===== src/rtl/game_state_ctrl_pkg.sv =====
// Shared types and default constants for the game state controller.
package game_pkg;

    // Encoding is visible on game_state and used by the display/sprite logic.
    typedef enum logic [2:0] {
        IDLE      = 3'd0,
        PLAY      = 3'd1,
        RESPAWN   = 3'd2,
        GAME_OVER = 3'd3,
        VICTORY   = 3'd4
    } game_state_e;

    localparam int unsigned MAX_LEVEL_DEF   = 8;
    localparam int unsigned START_LIVES_DEF = 3;

    localparam int unsigned LEVEL_W = 4;
    localparam int unsigned LIVES_W = 2;
    localparam int unsigned STATE_W = 3;

endpackage


===== src/rtl/game_state_ctrl_if.sv =====
// Collision/start inputs and game status outputs of the state controller.
interface game_state_ctrl_if;
    import game_pkg::*;

    logic               start_btn;
    logic               death_collision;
    logic               win_collision;
    logic [LEVEL_W-1:0] current_level;
    logic [LIVES_W-1:0] lives;
    logic               round_reset;
    logic [STATE_W-1:0] game_state;
    logic               level_up;
    logic               life_lost;

    // Driver of the requests, consumer of the status.
    modport master (
        output start_btn, death_collision, win_collision,
        input  current_level, lives, round_reset, game_state, level_up, life_lost
    );

    // The controller itself.
    modport slave (
        input  start_btn, death_collision, win_collision,
        output current_level, lives, round_reset, game_state, level_up, life_lost
    );

endinterface


===== src/rtl/game_state_ctrl_rise_detect.sv =====
// One register stage on a level input plus a rising-edge detector on the registered value.
module rise_detect (
    input  logic clk,
    input  logic reset_n,
    input  logic din,
    output logic rise
);

    logic sync_q;
    logic prev_q;

    // Register the input once, then keep the previous registered value for edge detection.
    always_ff @(posedge clk or negedge reset_n) begin
        if (!reset_n) begin
            sync_q <= 1'b0;
            prev_q <= 1'b0;
        end else begin
            sync_q <= din;
            prev_q <= sync_q;
        end
    end

    assign rise = sync_q & ~prev_q;

endmodule


===== src/rtl/game_state_ctrl.sv =====
// Game flow controller: start, play, respawn pause, game over and victory.
module game_state_ctrl
    import game_pkg::*;
#(
    parameter int unsigned MAX_LEVEL      = MAX_LEVEL_DEF,
    parameter int unsigned START_LIVES    = START_LIVES_DEF,
    parameter int unsigned RESPAWN_CYCLES = 25_000_000
) (
    input logic               clk,
    input logic               reset_n,
    game_state_ctrl_if.slave  bus
);

    // Guard keeps the counter at least one bit wide for a single-cycle pause.
    localparam int unsigned CNT_W = (RESPAWN_CYCLES > 1) ? $clog2(RESPAWN_CYCLES) : 1;

    localparam logic [CNT_W-1:0]   CNT_LOAD   = CNT_W'(RESPAWN_CYCLES - 1);
    localparam logic [LEVEL_W-1:0] LEVEL_MAX  = LEVEL_W'(MAX_LEVEL);
    localparam logic [LIVES_W-1:0] LIVES_INIT = LIVES_W'(START_LIVES);

    logic start_ev;
    logic death_ev;
    logic win_ev;

    game_state_e        state_q;
    logic [LEVEL_W-1:0] level_q;
    logic [LIVES_W-1:0] lives_q;
    logic               round_reset_q;
    logic               level_up_q;
    logic               life_lost_q;
    logic [CNT_W-1:0]   cnt_q;

    rise_detect u_start_rise (
        .clk     (clk),
        .reset_n (reset_n),
        .din     (bus.start_btn),
        .rise    (start_ev)
    );

    rise_detect u_death_rise (
        .clk     (clk),
        .reset_n (reset_n),
        .din     (bus.death_collision),
        .rise    (death_ev)
    );

    rise_detect u_win_rise (
        .clk     (clk),
        .reset_n (reset_n),
        .din     (bus.win_collision),
        .rise    (win_ev)
    );

    // Game FSM; every output is registered so pulses line up with the state change.
    always_ff @(posedge clk or negedge reset_n) begin
        if (!reset_n) begin
            state_q       <= IDLE;
            level_q       <= '0;
            lives_q       <= LIVES_INIT;
            round_reset_q <= 1'b1;
            level_up_q    <= 1'b0;
            life_lost_q   <= 1'b0;
            cnt_q         <= '0;
        end else begin
            level_up_q  <= 1'b0;
            life_lost_q <= 1'b0;
            unique case (state_q)
                IDLE: begin
                    if (start_ev) begin
                        state_q       <= PLAY;
                        level_q       <= '0;
                        lives_q       <= LIVES_INIT;
                        round_reset_q <= 1'b0;
                    end
                end
                PLAY: begin
                    // Death wins over a simultaneous goal hit; the win is dropped.
                    if (death_ev) begin
                        life_lost_q   <= 1'b1;
                        round_reset_q <= 1'b1;
                        if (lives_q != '0) begin
                            lives_q <= lives_q - LIVES_W'(1);
                        end
                        if (lives_q <= LIVES_W'(1)) begin
                            state_q <= GAME_OVER;
                        end else begin
                            state_q <= RESPAWN;
                            cnt_q   <= CNT_LOAD;
                        end
                    end else if (win_ev) begin
                        level_up_q    <= 1'b1;
                        round_reset_q <= 1'b1;
                        if (level_q >= LEVEL_MAX) begin
                            state_q <= VICTORY;
                        end else begin
                            level_q <= level_q + LEVEL_W'(1);
                            state_q <= RESPAWN;
                            cnt_q   <= CNT_LOAD;
                        end
                    end
                end
                RESPAWN: begin
                    // Counter runs CNT_LOAD..0, one cycle each, then play resumes.
                    if (cnt_q == '0) begin
                        state_q       <= PLAY;
                        round_reset_q <= 1'b0;
                    end else begin
                        cnt_q <= cnt_q - CNT_W'(1);
                    end
                end
                GAME_OVER, VICTORY: begin
                    if (start_ev) begin
                        state_q <= IDLE;
                    end
                end
                default: begin
                    state_q       <= IDLE;
                    round_reset_q <= 1'b1;
                end
            endcase
        end
    end

    assign bus.game_state    = state_q;
    assign bus.current_level = level_q;
    assign bus.lives         = lives_q;
    assign bus.round_reset   = round_reset_q;
    assign bus.level_up      = level_up_q;
    assign bus.life_lost     = life_lost_q;

endmodule


===== src/flat_wrapper.sv =====
// flat-port wrapper written by rule: the top's interface ports become plain ports
module game_state_ctrl_flat import game_pkg::*;
#(
    parameter int unsigned MAX_LEVEL      = MAX_LEVEL_DEF,
    parameter int unsigned START_LIVES    = START_LIVES_DEF,
    parameter int unsigned RESPAWN_CYCLES = 25_000_000
)
  (clk, reset_n, bus_start_btn, bus_death_collision, bus_win_collision, bus_current_level, bus_lives, bus_round_reset, bus_game_state, bus_level_up, bus_life_lost);
  game_state_ctrl_if bus_i ();
  input logic clk;
  input logic reset_n;
  input wire logic [$bits(bus_i.start_btn)-1:0] bus_start_btn;
  input wire logic [$bits(bus_i.death_collision)-1:0] bus_death_collision;
  input wire logic [$bits(bus_i.win_collision)-1:0] bus_win_collision;
  output wire logic [$bits(bus_i.current_level)-1:0] bus_current_level;
  output wire logic [$bits(bus_i.lives)-1:0] bus_lives;
  output wire logic [$bits(bus_i.round_reset)-1:0] bus_round_reset;
  output wire logic [$bits(bus_i.game_state)-1:0] bus_game_state;
  output wire logic [$bits(bus_i.level_up)-1:0] bus_level_up;
  output wire logic [$bits(bus_i.life_lost)-1:0] bus_life_lost;
  assign bus_i.start_btn = bus_start_btn;
  assign bus_i.death_collision = bus_death_collision;
  assign bus_i.win_collision = bus_win_collision;
  assign bus_current_level = bus_i.current_level;
  assign bus_lives = bus_i.lives;
  assign bus_round_reset = bus_i.round_reset;
  assign bus_game_state = bus_i.game_state;
  assign bus_level_up = bus_i.level_up;
  assign bus_life_lost = bus_i.life_lost;
  game_state_ctrl #(.MAX_LEVEL(MAX_LEVEL), .START_LIVES(START_LIVES), .RESPAWN_CYCLES(RESPAWN_CYCLES)) u_core (.clk(clk), .reset_n(reset_n), .bus(bus_i));
endmodule

===== config.mk =====
export PLATFORM = sky130hd
export DESIGN_NAME = game_state_ctrl_flat
export DESIGN_NICKNAME = d
export VERILOG_FILES = /design/src/rtl/game_state_ctrl_pkg.sv /design/src/rtl/game_state_ctrl_if.sv /design/src/rtl/game_state_ctrl_rise_detect.sv /design/src/rtl/game_state_ctrl.sv /design/src/flat_wrapper.sv
export SDC_FILE = /design/constraint.sdc
export NUM_CORES = 1
export LEC_CHECK = 0
export BUFFER_PORTS_ARGS = -buffer_cell sky130_fd_sc_hd__buf_2
export CORE_UTILIZATION = 48
export DETAILED_ROUTE_END_ITERATION = 8
export MAX_ROUTING_LAYER = met4
export PLACE_DENSITY = 0.66
export SLEW_MARGIN = 20
export SYNTH_ARGS = -nofsm -noshare
export SYNTH_HDL_FRONTEND = slang
export SYNTH_SLANG_ARGS = --single-unit

===== constraint.sdc =====
create_clock -name clk -period 4.2 [get_ports clk]
set_input_delay 0.63 -clock clk [delete_from_list [all_inputs] [get_ports clk]]
set_output_delay 0.63 -clock clk [all_outputs]
set_load 0.005 [all_outputs]

==> impl_metrics.ini, run 1 <==
[setup_path]
worst_r2r_src = u_core.cnt_q[9]
timing.critical_path.from_type = flip-flop
reg2reg_setup_slack_ps = 1550
worst-setup-path-type = flip-flop to flip-flop
crit_path_dat_ps = 2870
path_max_fanout = 12
timing.rr.end = u_core.cnt_q[2]
cp.required_ps = 4420
worst_setup_path_end_kind = flip-flop
timing.reg2reg.worst_path_depth = 5

[cts]
cts.clk_slew.worst_paths_ps = 80
cts_root_buf = clkbuf_8
cts_buffers = 5
post-cts-setup-buffers = 0
cts.path.max_buffers = 2
tritoncts = yes
htree_num_levels = 2
holdBufCountCts = 0
clock_insertion_delay_worst_skew_ps = 300
cts_num_sinks = 43
post_cts_resize_count = 0

[power_and_ir_drop]
switchingPower_mw = 0.5980
leakage_nw = 1.057
share_comb_of_total_power_pct = 33.2
report.power.total_mw = 1.544
p_clk_share_pct = 21.9
share_seq_of_total_power_pct = 44.9
internal-power_mw = 0.9463
cellPowerDensity_nw_per_um2 = 578.1
worst_ir_drop_vdd_v = 0.0003333
switching_share_pct = 38.72

[detailed_routing]
detail_route.wirelength_mm = 5.087
ant_nets = 0
first_pass_iters = 4
first_iter_violations = 135
detailroute.via_count = 1964
routedWlPerCell_um = 15.05
drc = 0
routed_via_density = 5.811

[synthesis]
ys_dominant_reg_cell = dfrtp_1
post_synth_fa_ha_maj_area_fraction_pct = 3.036
synthesis.nets = 271
syn_area_um2 = 2472
synth-edff-count = 0
cell_count_after_synthesis = 260
mean_instance_size_in_the_synthesized_netlist_um2 = 9.509
dominant_combinational_cell_family_by_area_after_synthesis = simple AND/OR/NAND/NOR gates
seq_area_frac_synth_pct = 43.67
synth-simple-area-share_pct = 30.21
compound_gate_fraction_of_synth_area_pct = 12.40
ys_warn_count = 0
asyncSetResetFlopFracSynth_pct = 100.0
synth_xor_xnor_area_share_pct = 0
fraction_of_synthesized_area_in_multiplexers_pct = 5.668
yosysUniqueCellTypes = 47
ys_seq_elements = 43

[layout]
final_net_count = 281
multiInputGateArea_um2 = 1269
post_route_cells_drive_above_1_share_pct = 13.65
antennaDiodeCount = 0
num-fill-cells = 461
post-route-cell-area_um2 = 2671
area.growth.synth_to_final_pct = 8.046
seqCellArea_um2 = 1080

[global_route]
grtUsageMet1_pct = 29.23
first_global_vias = 1886
grt_start_max_net_pins = 44
antenna_found_initial = 0
global_route_wire_length_before_repair_mm = 8.866
globalRouteTotalUtil_pct = 22.23
gr_overflow_total = 0
use_met2_pct = 35.07
global_route.usage.met3_pct = 4.115
gr-max-usage-layer = met2

[die]
floorplan.die.width_um = 73.77
std_cell_rows = 25
die_height_um = 73.77
core_um2 = 4848
floorplan.io_pins = 17
starting_density_of_the_core_pct = 50.99
design.die.area_um2 = 5442

[timing]
setup_viol_count_final = 0
unrepaired_setup_endpoints_after_global_routing = false
fin_crit_ps = 2652
clock-skew-final_ps = 2.991
layout_worst_path_cycle_share_pct = 63.15
timing.fmax_ghz = 0.3770
postLayoutSetupSlackWorst_ps = 1548
setup-tns-final_ps = 0
tightestPinTransition_ps = 1010
number_of_pins_exceeding_their_max_slew_limit_in_the_final_report = 0
hold_viol_final = 0
timing.max_slew.rel_slack_pct = 32.68

[placement]
preCtsSetupSlack_ps = 1574
port_buffers = 16
routabilityCongestion = 0.7972
detailedPlacementHpwl_mm = 3.467
dpl_cell_area_um2 = 2554

[flow_run]
maxcap_violations = 0

[min_path]
worst_hold_path.endpoint = u_core.u_start_rise.prev_q
hold_path_class = flip-flop to flip-flop
hold_path_startpoint = u_core.u_start_rise.sync_q
timing.hold.worst_path_depth = 0

[outcome]
result_of_the_run = finished clean
==> worst max path at each step <==
| stage | from | to | slack (ps) |
|---|---|---|---|
| floorplan | u_core.bus.lives[1] | u_core.cnt_q[4] | 2170 |
| global placement | u_core.cnt_q[9] | u_core.cnt_q[2] | 1690 |
| detailed placement | u_core.cnt_q[9] | u_core.cnt_q[2] | 1570 |
| CTS | u_core.cnt_q[9] | u_core.cnt_q[2] | 1560 |
| global route | u_core.cnt_q[9] | u_core.cnt_q[2] | 1310 |
| finish | u_core.cnt_q[9] | u_core.cnt_q[2] | 1550 |
==> cells by family after synthesis <==
family / after synthesis
AND/OR/NAND/NOR: 125
AO/OA/AOI/OAI: 49
flip-flops: 43
buffers and inverters: 23
multiplexers: 14
adder cells (fa/ha/maj): 6
==> stage by stage <==
step,utilization [%],hold WS (ps),std cells
2_1_floorplan,-,334.4,260
3_3_place_gp,52.67,379.3,330
3_5_place_dp,52.67,380.3,330
4_1_cts,55.10,401.7,338
5_1_grt,55.10,416.2,338
6_report,55.10,401.9,338
==> cell type report <==
cell class	instances	share of cell area, %
clock buffers	6	3.091
multi-input cells	194	47.49
inverters	9	1.265
repair buffers	17	3.279
well taps	67	3.138
flip-flops and latches	43	40.42
clock inverters	2	1.311
==> state kept, by name (all words and copies together), names as in the netlist, 2 cells and up <==
name	count
u_core.bus.current_level	4
u_core.cnt_q	25
u_core.bus.game_state	3
u_core.bus.lives	2
==> worst max-delay path, stage by stage, from the launching register on <==
cell	delay (ps)
dfrtp_1	420
or4_4	550
nor2b_1	540
nand4_1	530
and4_1	400
o21ai_0	140
==> cell usage after synthesis (all sizes together), types with 5 or more instances <==
| master | instances | area share [%] |
|---|---|---|
| nor4 | 9 | 3.1 |
| nor2b | 6 | 1.5 |
| ha | 6 | 3.0 |
| nand2 | 15 | 2.3 |
| nor2 | 19 | 2.9 |
| o31ai | 7 | 2.1 |
| mux2i | 14 | 5.7 |
| and2 | 9 | 2.3 |
| or3 | 7 | 1.8 |
| clkbuf | 5 | 0.76 |
| nor3 | 15 | 3.6 |
| inv | 9 | 1.4 |
| nand3 | 12 | 2.4 |
| buf | 9 | 2.9 |
| nand2b | 10 | 2.5 |
| o21ai | 12 | 2.6 |
| dfrtp | 40 | 40 |
| a31oi | 5 | 1.3 |
| a21oi | 14 | 2.8 |
| or4 | 10 | 3.2 |
==> power by group through the flow <==
stage | sequential (mW) | combinational (mW) | clock, mW
finish | 0.693 | 0.513 | 0.338
floorplan | 0.651 | 0.431 | 0
detailed placement | 0.699 | 0.519 | 0
global placement | 0.695 | 0.502 | 0
global route | 0.716 | 0.591 | 0.359
CTS | 0.692 | 0.519 | 0.346
==> layout by cell type (no fill, tap or decap), types with 2 or more instances in the layout <==
master and count:
nand3_1 12, nand2_1 15, inv_1 9, nor3_2 3
or4_1 9, nand4_1 3, clkbuf_8 6, dfrtp_1 40
or3_1 7, o31ai_1 7, nor2_1 19, ha_1 6
nor3_1 12, a31oi_1 5, buf_2 16, o21ai_0 10
nor2b_1 6, nor4_1 7, mux2i_1 14, and4_1 3
nand2b_1 10, and2_1 9, dfstp_2 3, and3_1 3
a21oi_1 14, o22ai_1 2
==> per-layer routing <==
metal  share of wire, %  wire [um]
met2                 46       2350
met5                  0          0
met4                1.3         65
met1                 50       2545
met3                2.5        125
No activity file was read; power rests on OpenSTA's default activity.
==> run 2, diff against run 1 <==
--- a/config.mk
+++ b/config.mk
@@ -5,11 +5,12 @@
 export SDC_FILE = /design/constraint.sdc
 export NUM_CORES = 1
 export LEC_CHECK = 0
+export ABC_AREA = 1
 export BUFFER_PORTS_ARGS = -buffer_cell sky130_fd_sc_hd__buf_2
 export CORE_UTILIZATION = 48
 export DETAILED_ROUTE_END_ITERATION = 8
 export MAX_ROUTING_LAYER = met4
-export PLACE_DENSITY = 0.66
+export PLACE_DENSITY = 0.68
 export SLEW_MARGIN = 20
 export SYNTH_ARGS = -nofsm -noshare
 export SYNTH_HDL_FRONTEND = slang
==> constraint.sdc (replaced) <==
create_clock -name clk -period 2.4 [get_ports clk]
set_input_delay 0.36 -clock clk [delete_from_list [all_inputs] [get_ports clk]]
set_output_delay 0.36 -clock clk [all_outputs]
set_load 0.005 [all_outputs]
==> impl_metrics.ini, run 2 <==
[outcome]
result_of_the_run = finished clean

[synthesis]
synth_area_leader_cell = dfrtp_1
mean_instance_size_in_the_synthesized_netlist_um2 = 7.202
asyncSetResetFlopFracSynth_pct = 100.0
synth-edff-count = 0
ys_warn_count = 0
post-synth-top-count-cell = nand2_1
yosysUniqueCellTypes = 30
yosys.area.top_type_share_pct = 37.26
synth.area.top_cells = dfrtp_1, nand2_1, nand3_1, nor2_1, inv_1
synthesis.nets = 384
cell_count_after_synthesis = 373
syn_area_um2 = 2686
ys_seq_elements = 43
ys_dominant_reg_cell = dfrtp_1
seq_area_frac_synth_pct = 40.20
ys_top_cells_by_count = nand2_1, nor2_1, inv_1

[timing]
layout_worst_path_cycle_share_pct = 79.81
timing.fmax_ghz = 0.5220
tightestPinTransition_ps = 509.0
hold_viol_final = 0
setup_viol_count_final = 0
fin_crit_ps = 1916
timing.max_slew.rel_slack_pct = 65.94
number_of_pins_exceeding_their_max_slew_limit_in_the_final_report = 0
clock-skew-final_ps = 10.50
unrepaired_setup_endpoints_after_global_routing = false
postLayoutSetupSlackWorst_ps = 484.5
setup-tns-final_ps = 0

[layout]
antennaDiodeCount = 0
post_route_cells_drive_above_1_share_pct = 15.70
area.growth.synth_to_final_pct = 9.362
most-common-layout-cells = nand2_1, nor2_1, inv_1, dfrtp_1, nand3_1
max_flop_register = u_core.cnt_q
layout.cells.most_common = nand2_1
final_core_util_pct = 56.09
num-fill-cells = 502
post-route-cell-area_um2 = 2938
final_net_count = 405
largest_register_ff_count = 25

[cts]
cts_buffers = 5
clock_insertion_delay_worst_skew_ps = 300
post-cts-setup-buffers = 0
cts.clk_slew.worst_paths_ps = 90
tritoncts = yes
cts.path.max_buffers = 2
cts_num_sinks = 43
htree_num_levels = 2
cts_root_buf = clkbuf_8

[detailed_routing]
drc = 0
first_iter_violations = 109
routed_via_density = 5.028
detailroute.via_count = 2338
routedWlPerCell_um = 11.77
first_pass_iters = 4
maxUsedRoutingLayer = met4
ant_nets = 0
met1_length_mm = 2.853
detail_route.wirelength_mm = 5.472
met2WireLength_mm = 2.372
routed-wl-met3_um = 185

[setup_path]
critical_path_cell_by_cell = inv_1 > ha_1 > or2_2 > nand2_1 > nand2_1 > nor2_2 > nand2_2 > nand2_1 > o21ai_0
worst_setup_path_end_kind = flip-flop
worst_path_most_repeated_cell = nand2_1
path_buf_inv = 1
worst-setup-path-type = flip-flop to flip-flop
cp_slowest_stage_delay_ps = 530
crit_path_dat_ps = 2090
cp.required_ps = 2580
timing.critical_path.from_type = flip-flop
cpMaxStageDelayCell = dfstp_2
path_max_fanout = 18
critPathTopFamily = simple AND/OR/NAND/NOR gates

[power_and_ir_drop]
worst_ir_drop_vdd_v = 0.0006315
leakage_nw = 1.460
cellPowerDensity_nw_per_um2 = 1119
report.power.total_mw = 3.286

[die]
starting_density_of_the_core_pct = 51.29
design.die.area_um2 = 5900
die_height_um = 76.81
floorplan.die.width_um = 76.81
core_um2 = 5238
std_cell_rows = 26
floorplan.io_pins = 17

[global_route]
grt_start_max_net_pins = 31
globalRouteTotalUtil_pct = 20.85
first_global_vias = 2086
gr_overflow_total = 0
global_route_wire_length_before_repair_mm = 9.508
antenna_found_initial = 0

[placement]
port_buffers = 16
detailedPlacementHpwl_mm = 4.000
dpl_cell_area_um2 = 2835
routabilityCongestion = 0.8298
preCtsSetupSlack_ps = 473.5

[flow_run]
maxcap_violations = 0

[min_path]
hold_path_class = input port to flip-flop
run 2: changes by cell type in the layout (fill, tap and decap cells not counted), sizes merged, moves of 8 or more:
cell    before  now
o21ai       12   24
a21oi       14    4
inv          9   48
nand3       12   41
nor2        19   57
nand2b      10    0
nor3        15    3
nand2       15  118
nand4        3   12
nor4         9    1
mux2i       14    0
and2         9    0
or4         10    0
run 2: final timing paths:
| path | start | end | slack, ps | cells past startpoint |
|---|---|---|---|---|
| max in group asynchronous | reset_n | u_core.cnt_q[20] | 1200 | 3 |
| worst max-delay path | u_core.bus.lives[1] | u_core.cnt_q[10] | 480 | 9 |
| worst min-delay path | bus_death_collision | u_core.u_death_rise.sync_q | 150 | 1 |
| min in group asynchronous | reset_n | u_core.bus.level_up | 490 | 2 |
| worst min register to register | u_core.u_start_rise.sync_q | u_core.u_start_rise.prev_q | 380 | 0 |
| worst max register to register | u_core.bus.lives[1] | u_core.cnt_q[10] | 480 | 9 |
run 2: cell families after synthesis:
logic type	share of synthesized area, %
simple gates	38.80
buf+inv	8.570
flops	40.20
compound gates	8.011
xor+xnor	1.630
fa+ha+maj	2.795
run 2: final cells by class:
cell class                 count  area [um2]  share of cell area [%]
multi-input combinational    277        1376                   46.85
sequential                    43        1080                   36.75
clock inverter                 3       23.77                  0.8092
inverter                      47       176.4                   6.005
timing repair buffer          20       125.1                   4.259
tap                           70       87.58                   2.981
clock buffer                   5       68.82                   2.342
run 2: what timing repair did:
action / in CTS / in global routing
endpoints found under the setup margin: 0 / 0
hold buffers: 1 / 0
resized for setup: 0 / 0
hold endpoints to repair: 12 / 0
run 2: metal layers:
layer  up-vias  track usage (%)
li1       1229                -
met1      1072            29.26
met2        32            30.63
met3         5            3.214
met4         0            6.923
met5         -                -
run 2: where the power goes:
part	switching (mW)	internal, mW	total (mW)
combinational	1.07	0.568	1.64
sequential	0.221	0.949	1.17
clock	0.272	0.208	0.481
total	1.56	1.73	3.29
run 2: stage by stage:
step | cells | hold WS [ps]
after global placement | 456 | 285.9
after global routing | 465 | 137.1
final | 465 | 152.6
after floorplan | 373 | 64.41
after CTS | 465 | 146.3
after detailed placement | 456 | 289.0
==> run 3, diff against run 2 <==
==> constraint.sdc (replaced) <==
create_clock -name clk -period 1.6 [get_ports clk]
set_input_delay 0.24 -clock clk [delete_from_list [all_inputs] [get_ports clk]]
set_output_delay 0.24 -clock clk [all_outputs]
set_load 0.005 [all_outputs]
==> impl_metrics.ini, run 3 (synthesized netlist as in run 2, its figures left out) <==
[outcome]
result_of_the_run = finished with violations
violated_checks = setup timing

[layout]
final_core_util_pct = 72.69
post_layout_nonfiller_instances = 546
post-route-cell-area_um2 = 3807
seqCellArea_um2 = 1080
largest_register_ff_count = 25
num-fill-cells = 392
final_net_count = 486
max_flop_register = u_core.cnt_q
layout.cells.most_common = nand2_1
post_route_cells_drive_above_1_share_pct = 38.03
antennaDiodeCount = 0
most-common-layout-cells = nand2_1, buf_4, nor2_1, dfrtp_1, inv_1
multiInputGateArea_um2 = 1605
area.growth.synth_to_final_pct = 41.73

[setup_path]
cp.required_ps = 1840
cpMaxStageDelayCell = dfstp_2
path_max_fanout = 15
crit_path_dat_ps = 2020
worst_setup_path_end_kind = flip-flop
critical_path_cell_by_cell = inv_2 > ha_4 > or2_4 > nand2_4 > buf_4 > nand3_4 > nor2_4 > buf_12 > nand2_1 > o21ai_2
path_buf_inv = 3
critPathTopFamily = simple AND/OR/NAND/NOR gates
cp_slowest_stage_delay_ps = 550
worst-setup-path-type = flip-flop to flip-flop
timing.critical_path.from_type = flip-flop

[die]
design.die.area_um2 = 5900
starting_density_of_the_core_pct = 51.29
die_height_um = 76.81
std_cell_rows = 26
floorplan.die.width_um = 76.81
core_um2 = 5238
floorplan.io_pins = 17

[placement]
detailedPlacementHpwl_mm = 4.699
dpl_cell_area_um2 = 3333
dp_cells = 520
routabilityCongestion = 0.8488
port_buffers = 16

[detailed_routing]
first_iter_violations = 151
detailroute.via_count = 2752
first_pass_iters = 4
detail_route.wirelength_mm = 7.255
drc = 0
routed_via_density = 5.040
ant_nets = 0
routedWlPerCell_um = 13.29

[timing]
tightestPinTransition_ps = 467.6
clock-skew-final_ps = 14.89
layout_worst_path_cycle_share_pct = 111.6
hold_viol_final = 0
number_of_pins_exceeding_their_max_slew_limit_in_the_final_report = 0
timing.max_slew.rel_slack_pct = 68.83
postLayoutSetupSlackWorst_ps = -186.0
fin_crit_ps = 1786
timing.fmax_ghz = 0.5599
unrepaired_setup_endpoints_after_global_routing = true
setup_viol_count_final = 25

[min_path]
hold_path_class = input port to flip-flop

[cts]
cts_num_sinks = 43
cts.path.max_buffers = 2
htree_num_levels = 2
clock_insertion_delay_worst_skew_ps = 310
cts_buffers = 5
cts.clk_slew.worst_paths_ps = 100
cts_root_buf = clkbuf_8
tritoncts = yes

[power_and_ir_drop]
worst_ir_drop_vdd_v = 0.001109
report.power.total_mw = 6.737
leakage_nw = 1.916
cellPowerDensity_nw_per_um2 = 1769

[global_route]
globalRouteTotalUtil_pct = 26.88
antenna_found_initial = 0
grt_start_max_net_pins = 22
gr_overflow_total = 0
global_route_wire_length_before_repair_mm = 12.02
first_global_vias = 2660

[flow_run]
maxcap_violations = 0
-- run 3: final timing paths --
kind                            depth (start not counted)                     start                     endpoint  slack (ps)
min in group asynchronous                               2                   reset_n  u_core.bus.current_level[2]         400
worst min-delay path                                    1         bus_win_collision     u_core.u_win_rise.sync_q          40
max in group asynchronous                               3                   reset_n              u_core.cnt_q[6]         570
worst max register to register                         10       u_core.bus.lives[1]              u_core.cnt_q[6]        -190
worst max-delay path                                   10       u_core.bus.lives[1]              u_core.cnt_q[6]        -190
worst min register to register                          0  u_core.u_win_rise.sync_q     u_core.u_win_rise.prev_q         370
-- run 3: worst register-to-register path, delay by kind of cell (launching register included) --
kind | cells | cell delay [ps]
AOI/OAI and AO/OA | 1 | 50
adders and majority gates | 1 | 150
buffers and inverters | 3 | 330
DFF | 1 | 550
and+or+nand+nor | 5 | 630
-- run 3: cell type report --
cell class	count	share of cell area [%]
Sequential cell	43	28.36
Inverter	47	4.634
Clock inverter	3	1.249
Clock buffer	5	1.807
Timing Repair Buffer	97	19.49
Tap cell	70	2.300
Multi-Input combinational cell	281	42.16
-- run 3: report_power, final --
part | switching, mW | internal (mW)
Clock | 0.434 | 0.474
Combinational | 2.36 | 1.83
Sequential | 0.213 | 1.42
-- run 3: metal layers --
layer	GRT usage, %	share of wire [%]	up-vias	routed length (um)
met4	9.231	1.3	0	96
met2	44.20	48	61	3496
li1	-	-	1400	-
met1	33.81	46	1282	3306
met5	-	0	-	0
met3	3.810	4.9	9	355
-- run 3: what timing repair did --
item,in CTS,in global routing
cloned,4,0
pin swaps,8,7
hold buffers,1,0
setup endpoints to repair,29,34
setup buffers,11,2
endpoints found under the hold margin,16,0
resized for setup,39,23
-- run 3: through the flow --
step	TNS [ps]	hold WS, ps	worst slack, ps
floorplan	0	-55.59	0.7282
global placement	-9164	210.2	-424.5
detailed placement	-10060	217.9	-474.4
CTS	-3251	30.19	-153.7
global route	-5262	23.02	-226.8
finish	-3896	35.85	-186.0
